$ cat src/rtl/serial_frame_rx.sv
// rtl/serial_frame_rx.sv - framed serial bit-stream receiver with single-entry output buffer
//
// Samples din on every rising clk edge and reassembles frames of the form
// start(1), DATA_W data bits LSB first, [even parity], stop(0) into words.
// Optional feature macro: RX_PARITY_EN (adds a parity bit before the stop bit).
//
// Ports:
//   clk         system clock, rising edge
//   rst         asynchronous active-low reset
//   din         serial stream, idle level 0
//   dout        received word, stable while dout_valid=1
//   dout_valid  word available
//   dout_ready  consumer accepts the word when dout_valid=1
//   frame_err   one-cycle pulse: bad stop bit or bad parity
//   overrun     one-cycle pulse: good frame dropped, buffer still occupied
module serial_frame_rx #(
  parameter int DATA_W = 8
) (
  input  logic              clk,
  input  logic              rst,
  input  logic              din,
  output logic [DATA_W-1:0] dout,
  output logic              dout_valid,
  input  logic              dout_ready,
  output logic              frame_err,
  output logic              overrun
);

  localparam int CNT_W = $clog2(DATA_W);

  typedef enum logic [1:0] {
    S_IDLE   = 2'd0,
    S_DATA   = 2'd1,
    S_PARITY = 2'd2,
    S_STOP   = 2'd3
  } state_t;

  state_t            state_q, state_d;
  logic [CNT_W-1:0]  cnt;
  logic [DATA_W-1:0] shreg;
  logic              par_bad;
  logic              stop_good;
  logic              stop_bad;
  logic              load;

  always_ff @(posedge clk or negedge rst) begin
    if (!rst) state_q <= S_IDLE;
    else      state_q <= state_d;
  end

  always_comb begin
    state_d = state_q;
    case (state_q)
      S_IDLE: if (din) state_d = S_DATA;
      S_DATA: begin
        if (cnt == CNT_W'(DATA_W - 1)) begin
`ifdef RX_PARITY_EN
          state_d = S_PARITY;
`else
          state_d = S_STOP;
`endif
        end
      end
      S_PARITY: state_d = S_STOP;
      // A 1 seen here is a bad stop, never a start bit: always go back to IDLE.
      S_STOP:   state_d = S_IDLE;
      default:  state_d = S_IDLE;
    endcase
  end

  // Frame verdict is decided on the edge that samples the stop bit.
  assign stop_good = (state_q == S_STOP) && !din && !par_bad;
  assign stop_bad  = (state_q == S_STOP) && !stop_good;
  // Loading is allowed when the buffer is empty or is being drained on the same edge.
  assign load      = stop_good && (!dout_valid || dout_ready);

`ifdef RX_PARITY_EN
  // Parity mismatch is latched and only acted on at the stop edge.
  always_ff @(posedge clk or negedge rst) begin
    if (!rst) begin
      par_bad <= 1'b0;
    end else if (state_q == S_IDLE) begin
      par_bad <= 1'b0;
    end else if (state_q == S_PARITY) begin
      par_bad <= din ^ (^shreg);
    end
  end
`else
  assign par_bad = 1'b0;
`endif

  always_ff @(posedge clk or negedge rst) begin
    if (!rst) begin
      cnt        <= '0;
      shreg      <= '0;
      dout       <= '0;
      dout_valid <= 1'b0;
      frame_err  <= 1'b0;
      overrun    <= 1'b0;
    end else begin
      frame_err <= stop_bad;
      overrun   <= stop_good && !load;

      if (state_q == S_IDLE) begin
        cnt <= '0;
      end else if (state_q == S_DATA) begin
        shreg[cnt] <= din;
        cnt        <= cnt + 1'b1;
      end

      if (load) begin
        dout       <= shreg;
        dout_valid <= 1'b1;
      end else if (dout_valid && dout_ready) begin
        dout_valid <= 1'b0;
      end
    end
  end

endmodule

$ cat config.mk
export PLATFORM = sky130hd
export DESIGN_NAME = serial_frame_rx
export DESIGN_NICKNAME = d
export VERILOG_FILES = /design/src/rtl/serial_frame_rx.sv
export SDC_FILE = /design/constraint.sdc
export NUM_CORES = 1
export LEC_CHECK = 0
export ABC_CLOCK_PERIOD_IN_PS = 1500
export BUFFER_PORTS_ARGS = -buffer_cell sky130_fd_sc_hd__buf_2
export CELL_PAD_IN_SITES_DETAIL_PLACEMENT = 0
export CELL_PAD_IN_SITES_GLOBAL_PLACEMENT = 1
export CORE_ASPECT_RATIO = 0.8
export CORE_MARGIN = 3
export CORE_UTILIZATION = 41
export CTS_CLUSTER_SIZE = 12
export DETAILED_ROUTE_END_ITERATION = 7
export GPL_TIMING_DRIVEN = 0
export PLACE_DENSITY_LB_ADDON = 0.3
export SYNTH_ARGS = -nofsm -noshare
export SYNTH_HDL_FRONTEND = slang
export SYNTH_SLANG_ARGS = --single-unit
export TNS_END_PERCENT = 5
$ cat constraint.sdc
create_clock -name clk -period 1.5 [get_ports clk]
set_input_delay 0.15 -clock clk [delete_from_list [all_inputs] [get_ports clk]]
set_output_delay 0.15 -clock clk [all_outputs]
set_load 0.03 [all_outputs]
==> metrics.cfg <==
[clock_tree]
clk_pin_slew_ns=0.14
htreeDepth=1
cts_tree=built
clockRootBuffer=clkbuf_4
cts_max_path_buffers=2
numCtsBuffers=3
clock-sinks=24
clock_latency_ns=0.32

[final_layout]
layout-area-overhead-vs-synth_pct=24.50
layout.cells.non_filler=140
layout.nets=115
drive_above_1_share_pct=54.81
num_antenna_cells=0

[timing]
setup_viol=0
worst_pin_slew_ns=0.5423
min_period_ns=1.460
maxSlewViolCount=0
hold_violations=0
max_freq_ghz=0.6847
finClkSkew_ns=0.004941
rsz0062_at_grt=yes
period_share_pct=97.36
relSlewSlack_pct=63.85

[pwr]
ir_worst_vdd_mv=0.9187
power_mw=3.221
p_per_area_nw_per_um2=2313
p_int_mw=2.048
p_sw_mw=1.173
switching_share_pct=36.42
pwr-share-comb_pct=50.2
p_leak_nw=0.6708
power_frac_seq_pct=35.3
clkPwrFrac_pct=14.6

[setup_path]
critical_path_class=reg -> reg
max_stage_delay_ns=0.42
path_buf_inv=1
reg2reg_from=state_q[1]$_DFFE_PN0P_
worstPathArrival_ns=1.68
cp-startpoint=state_q[1]$_DFFE_PN0P_
cp.required_ns=1.72
slowest_stage=dfrtp_1
cp_max_fo=5
cp-end-kind=register
critical_path.top_delay_family=flip-flops
start_kind=register
cp_cell_sequence=inv_2, ha_4, nand2b_4, nor3b_2, mux2_2

[logic_synthesis]
avgSynthCellArea_sq_um=13.98
synth_nets=90
synth_cell_type_count=22
synth_ff_type=dfrtp_1
ys_seq_area_share_pct=53.69
synthArstFlopShare_pct=100.0
ys_seq_elements=24
synth-edff-count=0
syn_inst=80
yosysWarningCount=0
syn_area_sq_um=1119

[placement]
port_buffers=14
dp_cells=130
gp_congestion=0.6875

[route]
drtAntennaViolNets=0
post_drt_via_cell_ratio=4.657
routed_wl_microns=1786
dr.first_iter.drc_count=15
drt_first_pass_iters=4
routedWlPerCell_microns=12.76
drc=0
via_count=652

[global_routing]
grt_max_degree=25
grt_usage_pct=12.35
grt_overflow_total=0
antenna_found_initial=0
grt_pass1_vias=661
grt_pass1_wl_microns=3118

[worst_hold_path]
hold_path_startpoint=din
hold_class=in -> reg

[floorplanning]
dieArea_sq_um=3395
core_area_sq_um=2522
rows=16
die_x_microns=64.40
initial_utilization_pct=44.35
fp.dieH_microns=52.72
boundaryPins=15

[flow_run]
drv_cap=0

[run_status]
status=complete, no violations

[power by group through the flow]
stage          clock network [mW]  registers, mW  logic, mW
2_1_floorplan                   0           1.39      0.843
3_3_place_gp                    0           1.14       1.36
3_5_place_dp                    0           1.16       1.39
4_1_cts                     0.489           1.14       1.42
5_1_grt                     0.516           1.18       1.75
6_report                    0.470           1.14       1.62
[registers in the layout, summed over array words and instances, names as in the netlist]
| name | cells |
|---|---|
| dout | 8 |
| shreg | 8 |
| cnt | 3 |
| state_q | 2 |
| dout_valid | 1 |
| frame_err | 1 |
| overrun | 1 |
[tightest hold or removal path, cell delays in order]
cell and delay (ns):
buf_2 0.09, nand2b_4 0.12, nor2_1 0.04
[cell type report]
class,count,area [sq um]
plain buffers,4,26.28
clock buffers,3,22.52
inverters,4,15.01
well taps,36,45.04
repair buffers,20,117.6
flip-flops and latches,24,603.1
multi-input cells,48,533.0
fillers,234,1130
clock inverters,1,30.03
[per-layer routing]
metal / part of all wire [%] / vias up / track usage (%)
met5: 0 / - / 0
met4: 0.67 / 0 / 3.158
met3: 4.4 / 2 / 4.506
li1: - / 317 / -
met2: 47 / 10 / 20.72
met1: 47 / 323 / 15.13
[Yosys cell counts (2+ instances only)]
master	instances	area, sq um
inv_1	4	15.01
mux2i_1	3	30.03
nand4b_1	2	17.52
nand2_1	2	7.510
mux2_4	8	120.1
buf_2	2	10.01
nor2_1	6	22.52
nor3b_1	2	15.01
dfrtp_1	24	600.6
nand2b_4	3	41.29
ha_1	6	75.07
mux2_2	8	90.09
[repair_timing]
item                                    CTS  global route
hold buffers                              1             0
endpoints found under the setup margin    3             9
hold endpoints to repair                 24             0
pin swaps                                 0             1
gates resized for setup                   2            11
cloned                                    0             0
setup buffers                             0             5
[metrics by stage]
stage	cell area (sq um)	utilization [%]	hold WS, ns	setup WS [ns]	setup TNS, ns
after global routing	1393	55.21	0.07695	-0.01242	-0.02463
after detailed placement	1234	48.91	0.1623	-0.07355	-0.1844
after global placement	1234	48.91	0.1642	-0.05395	-0.1111
after CTS	1305	51.74	0.07770	-0.03693	-0.06043
after floorplan	1119	-	-0.1456	0.04780	0
final	1393	55.21	0.09080	0.03956	0
[cell usage in the layout (no fill, tap or decap), types with 5 or more instances in the layout]
master   netlist  layout
dfrtp_1       24      22
nor2_1         6       6
buf_4          0       5
mux2_2         8       8
buf_2          2      16
mux2_4         8       8
[kinds of logic after synthesis]
group / synth area share (%)
flip-flops: 53.69
AND/OR/NAND/NOR: 12.08
XOR/XNOR: 0.7831
adder cells (fa/ha/maj): 6.711
buffers and inverters: 3.690
multiplexers: 22.48
AO/OA/AOI/OAI: 0.5596
[final timing paths]
check                                              end  slack, ns  depth (start not counted)
worst min register to register     dout[0]$_DFFE_PN0P_       0.52                          1
worst min-delay path                 overrun$_DFF_PN0_       0.09                          3
max in group asynchronous       state_q[0]$_DFFE_PN0P_       0.78                          2
min in group asynchronous            overrun$_DFF_PN0_       0.33                          2
worst max register to register    shreg[4]$_DFFE_PN0P_       0.04                          5
worst max-delay path              shreg[4]$_DFFE_PN0P_       0.04                          5
(Power assumes the default switching activity.)
